===== src/rtl/spi_slave_fifo.sv =====
// SPI slave sampled in the system clock domain: pad synchronisers, CPOL/CPHA edge
// selection, full-duplex shift registers and an RX FIFO with a valid/ready read port.
`timescale 1ns/1ps
module spi_slave_fifo #(
    parameter int DATA_WIDTH = 32,
    parameter int FIFO_DEPTH = 4,
    parameter int CPOL       = 0,
    parameter int CPHA       = 0
) (
    input  logic                               clk,
    input  logic                               reset,
    input  logic                               SS,
    input  logic                               SCLK,
    input  logic                               MOSI,
    output logic                               MISO,
    output logic                               miso_oe,
    output logic [DATA_WIDTH-1:0]              rx_data,
    output logic                               rx_valid,
    input  logic                               rx_ready,
    output logic [$clog2(FIFO_DEPTH+1)-1:0]    rx_count,
    input  logic [DATA_WIDTH-1:0]              tx_data,
    output logic                               tx_ack,
    output logic                               overflow,
    input  logic                               ovf_clr,
    output logic                               frame_err
);

    localparam int CNT_W   = $clog2(DATA_WIDTH);
    localparam int PTR_W   = $clog2(FIFO_DEPTH);
    localparam int COUNT_W = $clog2(FIFO_DEPTH+1);
    localparam logic [2:0] SYNC_IDLE = {1'b1, (CPOL != 0), 1'b0};

    // Bit order in the synchroniser vectors: {SS, SCLK, MOSI}
    logic [2:0] sync1_reg, sync2_reg;
    logic [1:0] sync3_reg;

    always_ff @(posedge clk) begin
        if (reset) begin
            sync1_reg <= SYNC_IDLE;
            sync2_reg <= SYNC_IDLE;
            sync3_reg <= SYNC_IDLE[2:1];
        end else begin
            sync1_reg <= {SS, SCLK, MOSI};
            sync2_reg <= sync1_reg;
            sync3_reg <= sync2_reg[2:1];
        end
    end

    logic ss_now, ss_prev, sclk_now, sclk_prev, mosi_now;
    logic ss_fall, ss_rise, sclk_rise, sclk_fall;
    logic lead_edge, trail_edge, sample_edge, shift_edge;

    assign ss_now      = sync2_reg[2];
    assign sclk_now    = sync2_reg[1];
    assign mosi_now    = sync2_reg[0];
    assign ss_prev     = sync3_reg[1];
    assign sclk_prev   = sync3_reg[0];
    assign ss_fall     = ss_prev & ~ss_now;
    assign ss_rise     = ~ss_prev & ss_now;
    assign sclk_rise   = sclk_now & ~sclk_prev;
    assign sclk_fall   = ~sclk_now & sclk_prev;
    assign lead_edge   = (CPOL != 0) ? sclk_fall : sclk_rise;
    assign trail_edge  = (CPOL != 0) ? sclk_rise : sclk_fall;
    assign sample_edge = (CPHA != 0) ? trail_edge : lead_edge;
    assign shift_edge  = (CPHA != 0) ? lead_edge : trail_edge;

    logic [CNT_W-1:0]      bit_cnt_reg, bit_cnt_next;
    logic [DATA_WIDTH-1:0] rx_shift_reg, rx_shift_next;
    logic [DATA_WIDTH-1:0] tx_shift_reg, tx_shift_next;
    logic [DATA_WIDTH-1:0] push_data_reg, push_data_next;
    logic                  first_reg, first_next;
    logic                  load_pend_reg, load_pend_next;
    logic                  push_reg, push_next;
    logic                  tx_ack_reg, tx_ack_next;
    logic                  frame_err_reg, frame_err_next;

    always_comb begin
        bit_cnt_next   = bit_cnt_reg;
        rx_shift_next  = rx_shift_reg;
        tx_shift_next  = tx_shift_reg;
        push_data_next = push_data_reg;
        first_next     = first_reg;
        load_pend_next = load_pend_reg;
        push_next      = 1'b0;
        tx_ack_next    = 1'b0;
        frame_err_next = 1'b0;
        if (ss_fall) begin
            bit_cnt_next   = '0;
            tx_shift_next  = tx_data;
            tx_ack_next    = 1'b1;
            first_next     = 1'b1;
            load_pend_next = 1'b0;
        end else if (ss_rise) begin
            frame_err_next = (bit_cnt_reg != '0);
            bit_cnt_next   = '0;
            load_pend_next = 1'b0;
        end else if (!ss_now) begin
            if (sample_edge) begin
                rx_shift_next = {rx_shift_reg[DATA_WIDTH-2:0], mosi_now};
                if (bit_cnt_reg == CNT_W'(DATA_WIDTH-1)) begin
                    bit_cnt_next   = '0;
                    push_next      = 1'b1;
                    push_data_next = {rx_shift_reg[DATA_WIDTH-2:0], mosi_now};
                    load_pend_next = 1'b1;
                end else begin
                    bit_cnt_next = bit_cnt_reg + 1'b1;
                end
            end
            if (shift_edge) begin
                if (load_pend_reg) begin
                    // The new MSB is on MISO from this edge on, so the next shift edge must shift.
                    tx_shift_next  = tx_data;
                    tx_ack_next    = 1'b1;
                    first_next     = 1'b0;
                    load_pend_next = 1'b0;
                end else if ((CPHA != 0) && first_reg) begin
                    first_next = 1'b0;
                end else begin
                    tx_shift_next = {tx_shift_reg[DATA_WIDTH-2:0], 1'b0};
                end
            end
        end
    end

    always_ff @(posedge clk) begin
        if (reset) begin
            bit_cnt_reg   <= '0;
            rx_shift_reg  <= '0;
            tx_shift_reg  <= '0;
            push_data_reg <= '0;
            first_reg     <= 1'b0;
            load_pend_reg <= 1'b0;
            push_reg      <= 1'b0;
            tx_ack_reg    <= 1'b0;
            frame_err_reg <= 1'b0;
        end else begin
            bit_cnt_reg   <= bit_cnt_next;
            rx_shift_reg  <= rx_shift_next;
            tx_shift_reg  <= tx_shift_next;
            push_data_reg <= push_data_next;
            first_reg     <= first_next;
            load_pend_reg <= load_pend_next;
            push_reg      <= push_next;
            tx_ack_reg    <= tx_ack_next;
            frame_err_reg <= frame_err_next;
        end
    end

    logic [DATA_WIDTH-1:0] fifo_mem [FIFO_DEPTH];
    logic [PTR_W-1:0]      wr_ptr_reg, rd_ptr_reg;
    logic [COUNT_W-1:0]    count_reg;
    logic                  overflow_reg;
    logic                  fifo_full, do_pop, do_push, do_drop;

    assign fifo_full = (count_reg == COUNT_W'(FIFO_DEPTH));
    assign do_pop    = rx_valid & rx_ready;
    assign do_push   = push_reg & (~fifo_full | do_pop);
    assign do_drop   = push_reg & fifo_full & ~do_pop;

    always_ff @(posedge clk) begin
        if (reset) begin
            wr_ptr_reg   <= '0;
            rd_ptr_reg   <= '0;
            count_reg    <= '0;
            overflow_reg <= 1'b0;
        end else begin
            if (do_push) wr_ptr_reg <= wr_ptr_reg + 1'b1;
            if (do_pop)  rd_ptr_reg <= rd_ptr_reg + 1'b1;
            case ({do_push, do_pop})
                2'b10:   count_reg <= count_reg + 1'b1;
                2'b01:   count_reg <= count_reg - 1'b1;
                default: count_reg <= count_reg;
            endcase
            if (do_drop)      overflow_reg <= 1'b1;
            else if (ovf_clr) overflow_reg <= 1'b0;
        end
    end

    always_ff @(posedge clk) begin
        if (do_push) fifo_mem[wr_ptr_reg] <= push_data_reg;
    end

    assign rx_valid  = (count_reg != '0);
    assign rx_count  = count_reg;
    assign rx_data   = rx_valid ? fifo_mem[rd_ptr_reg] : '0;
    assign overflow  = overflow_reg;
    assign MISO      = tx_shift_reg[DATA_WIDTH-1];
    assign miso_oe   = ~ss_prev;
    assign tx_ack    = tx_ack_reg;
    assign frame_err = frame_err_reg;

endmodule


===== config.mk =====
export PLATFORM = sky130hd
export DESIGN_NAME = spi_slave_fifo
export DESIGN_NICKNAME = d
export VERILOG_FILES = /design/src/rtl/spi_slave_fifo.sv
export SDC_FILE = /design/constraint.sdc
export NUM_CORES = 1
export LEC_CHECK = 0
export CAP_MARGIN = 10
export CORE_MARGIN = 2
export CORE_UTILIZATION = 55
export CTS_CLUSTER_SIZE = 12
export DETAILED_ROUTE_END_ITERATION = 7
export PLACE_DENSITY = 0.76
export SETUP_SLACK_MARGIN = 0.15
export SLEW_MARGIN = 20
export SYNTH_ARGS = -nofsm -noshare
export SYNTH_HDL_FRONTEND = slang
export SYNTH_SLANG_ARGS = --single-unit

===== constraint.sdc =====
create_clock -name clk -period 2.84 [get_ports clk]
set_input_delay 0.568 -clock clk [delete_from_list [all_inputs] [get_ports clk]]
set_output_delay 0.568 -clock clk [all_outputs]
set_load 0.005 [all_outputs]

# Yosys cells after proc, flatten, opt, wreduce, memory -nomap -nowiden
# Memories as Yosys holds them, arrays and structs flattened. A register that Yosys moved wholly into a read port is not among the register bits.
# Cells that the tools add are included.
# totals
mem_count	1
ram_bits	128
register_bits	120
in_bits	39
out_inout_bits	41
elab_cells	81
# op_classes
n_addsub	5
eq_ne	6
reduce_logical	12
n_bitwise	18
mux	24
# memory_table
name	depth	word_bits	read_ports	rd_clocked_by_memory_dff	wr	line_no	text
fifo_mem	4	32	1	1	1	149	logic [DATA_WIDTH-1:0] fifo_mem [FIFO_DEPTH];
# op_table
op	count
32-bit two-way mux	6
1-bit two-way mux	14
1-bit NOT	9
1-bit bitwise AND	8
3-bit one-hot mux with 2 select lines	1
2-bit nonzero test	3
3-bit OR reduction	2
5-bit by 1-bit adder with 5-bit output (second input constant)	1
5-bit equality test (second input constant)	1
5-bit two-way mux	1
5-bit AND reduction	1
5-bit nonzero test	1
5-bit OR reduction	1
2-bit by 1-bit adder with 2-bit output (second input constant)	2
2-bit two-way mux	2
4-bit AND reduction	1
3-bit by 1-bit adder with 3-bit output (second input constant)	1
3-bit equality test (second input constant)	1
3-bit AND reduction	1
3-bit nonzero test	1
3-bit by 1-bit subtractor with 3-bit output (second input constant)	1
2-bit by 1-bit equality test with 1-bit output (second input constant)	1
2-bit equality test (second input constant)	1
2-bit by 1-bit != test with 1-bit output (second input constant)	1
other kinds (3)	3

# Depth between registers and ports, before layout
# depth
word_depth	6
mapped_depth	9
depth_no_buf	8

# Worst setup path after synthesis
# OpenSTA, ideal clock, no wires.
# synth_timing
path_kind	input port to flip-flop
from	in rx_ready
to	mem fifo_mem[1][0] (enable)
required_time_ps	2448
arrival_time_ps	2017
stages	4
setup_ps	392
slack_ps	431
path_cell_list	clkbuf_1 -> nor4b_1 -> nor2b_1 -> and2_1
# synth_between
elab_chain_cells	5
# synth_rtl
item	line_no	text
start, declared	19	input logic rx_ready,
1-bit bitwise AND	156	assign do_pop = rx_valid & rx_ready;
1-bit OR	157	assign do_push = push_reg & (~fifo_full | do_pop);
1-bit bitwise AND	157	
1-bit two-way mux	180	if (do_push) fifo_mem[wr_ptr_reg] <= push_data_reg;
1-bit two-way mux (not written as such)	180	
end, declared	149	
# Every way passes these cells.

==> impl_metrics.ini <==
[route]
wl_met3_um = 838
wl_met2_mm = 9.869
postRouteAntennaNets = 0
drtIter0Drc = 456
via_per_inst = 5.578
wl_met1_mm = 7.940
wl_per_cell_um = 16.87
route.detailed.drc = 0
dr.max_layer_used = met4
wl_mm = 18.96
vias = 6270
firstDrtPassIters = 5

[finish]
final_nets = 932
num-fill-cells = 1190
final_area_um2 = 11660
largest_reg_flops = 128
layout-drive-gt1-share = 0.1580
antenna_cells = 0
syn_to_final_growth_pct = 21.10

[synthesis]
synth_seq_cells = 250
synth_top_cell_area_share = 0.3991
synth_cell_types = 44
avgSynthCellArea_um2 = 12.16
synth_ff_type = edfxtp_1
yosysTopAreaCell = edfxtp_1
syn-cell-area_um2 = 9632
yosysSeqAreaShare = 0.6526
syn_nets = 842
syn_inst = 792
netlist_top_cells_area = edfxtp_1 40%, dfxtp_1 25%, mux4_2 7.5%
ys_warn_count = 0
synth_edf_count = 128
synth_async_sr_flop_share = 0

[floorplanning]
start_util = 0.5588
ioPinCount = 80
die_h_um = 136.3
die_area_um2 = 18590
die_w_um = 136.3
core_region_area_um2 = 17240
num_rows = 48

[sta]
max_slew.worst_pin.slew_ns = 0.7150
rsz0062_at_grt = true
slew_headroom = 0.5233
timing_hold_violations_final = 0
whs_ns = 0.4014
skew_ns = 0.01241
fin_crit_sh = 0.9485
maxClockFrequency_mhz = 371.2
finalMaxSlewViolations = 0
finalSetupViolations = 0
min_period_ns = 2.694
tns_ns = 0

[clock_tree]
clkSlewWorstSetupHoldPaths_ns = 0.06
tritoncts = yes
numClockSinks = 250
cts_max_level = 1
cts_root_buffer = clkbuf_16
cts-buffers-inserted = 25
clk_latency_ns = 0.50
clockBufferDepth = 3

[hold_path]
min_from = sync1_reg[2]
holdPathEnd = sync2_reg[2]
whs_path_depth = 1
hold_class = flip-flop to flip-flop

[power_and_ir_drop]
seq_power_share = 0.453
p_clk_frac = 0.336
vdd_drop_max_mv = 0.4455
report.power.total_uw = 8556
p_leak_uw = 0.003897
switching_share = 0.2307
p_sw_uw = 1974
internal_power_uw = 6582
combPwrFrac = 0.211
p_per_area_nw_per_um2 = 733.6

[critical_path]
arrival_ns = 2.13
reg2reg_slack_ns = 0.41
critical-path-top-delay-family = buffers and inverters
r2r_cells = 5
slowest_stage = mux4_2
worstSetupPathType = flip-flop to output port
start_kind = flip-flop
required_ns = 2.27
path_max_fanout = 5
path_cells = buf_12, buf_16, buf_4, mux4_2, and2_1, dlygate4sd2_1
path_buf_inv = 4
r2r_end = rx_shift_reg[10]
timing.rr.start = sync2_reg[2]
endpoint_kind = output port
cpPeakStageDelay_ns = 0.48

[place]
place.gp.congestion = 0.7745
post_dp_cell_area_um2 = 10650
portBuffers = 79
dp_hpwl_mm = 10.78

[global_routing]
grt_max_degree = 65
antenna_found_initial = 0
grt_pass1_wl_mm = 30.22
grt_pass1_vias = 6005
grt.overflow.total = 0
track_usage = 0.2070

[run_status]
status = complete, no violations

[run]
max_cap_viol_count = 0
==> power groups by stage <==
stage / clock network (µW) / registers [µW] / logic (µW)
final: 2880 / 3880 / 1800
after global routing: 3060 / 3880 / 1950
after CTS: 2920 / 3870 / 1630
after detailed placement: 0 / 3950 / 1470
after global placement: 0 / 3940 / 1440
after floorplan: 0 / 3930 / 749
==> logic make-up (layout without fill, tap and decap cells) <==
family	after synthesis	count (layout)	synth area share
buffers and inverters	68	175	0.02884
and+or+nand+nor	279	279	0.1304
muxes	35	35	0.07794
adders and majority gates	11	11	0.01507
AOI/OAI and AO/OA	144	144	0.09054
DFF	250	250	0.6526
xor gates and xnor gates	5	5	0.004547
==> final cells by class <==
class / instances / area, µm² / area share
Inverter: 10 / 37.54 / 0.003218
Clock inverter: 3 / 12.51 / 0.001073
Multi-Input combinational cell: 474 / 3122 / 0.2676
Tap cell: 225 / 281.5 / 0.02414
Timing Repair Buffer: 121 / 1225 / 0.1050
Clock buffer: 41 / 695.7 / 0.05964
Sequential cell: 250 / 6290 / 0.5393
==> metrics by stage <==
stage	utilization	setup slack, ns	cells
after floorplan	-	0.4313	792
after global placement	0.6181	0.2905	1057
after detailed placement	0.6181	0.1926	1057
after CTS	0.6713	0.01907	1120
after global routing	0.6767	0.07223	1124
final	0.6767	0.1463	1124
==> repair_timing <==
action | in CTS | in global routing
hold endpoints to repair | 0 | 0
gates cloned | 3 | 0
pin swaps | 3 | 14
resized for setup | 42 | 67
setup endpoints to repair | 32 | 25
buffers inserted | 16 | 4
hold buffers | 0 | 0
==> cell usage in the layout, fill, tap and decap left out, types with 25 or more instances in the layout <==
cell type and n:
dfxtp_1 121, a311oi_1 31, edfxtp_1 128, clkbuf_16 25, mux4_2 32, nor2_1 49
o21ai_0 34, clkdlybuf4s50_1 46, a21oi_1 68, nand2_1 159
==> worst reg2reg max path, cell delays in order (launching register included) <==
cell and delay, ns:
dfxtp_1 0.49, inv_1 0.13, ha_1 0.36, or4b_2 0.99
nand2_1 0.21, a21oi_1 0.09
==> layer usage <==
metal  vias up  global-route usage
li1       3001                   -
met1      3059              0.2673
met2       187              0.3668
met3        23             0.02796
met4         0             0.05845
met5         -                   0
==> synthesized netlist by cell type (10+ instances only) <==
master / number
a311oi_1: 31
o21ai_0: 34
inv_1: 10
clkbuf_1: 43
dfxtp_1: 122
edfxtp_1: 128
nand2_1: 159
ha_1: 10
a21oi_1: 68
mux4_2: 32
nor2_1: 50
and2_1: 36
==> worst max-delay path by stage <==
stage	from	endpoint	slack (ns)	cells past startpoint
after global placement	rx_ready	fifo_mem[1][8]	0.29	6
after CTS	flip-flop	rx_data[19]	0.02	7
after floorplan	rx_ready	fifo_mem[1][0]	0.43	4
after global routing	flip-flop	rx_data[5]	0.07	6
after detailed placement	rx_ready	rx_count[2]	0.19	7
final	flip-flop	rx_data[5]	0.15	6
No activity file was read; power rests on OpenSTA's default activity.
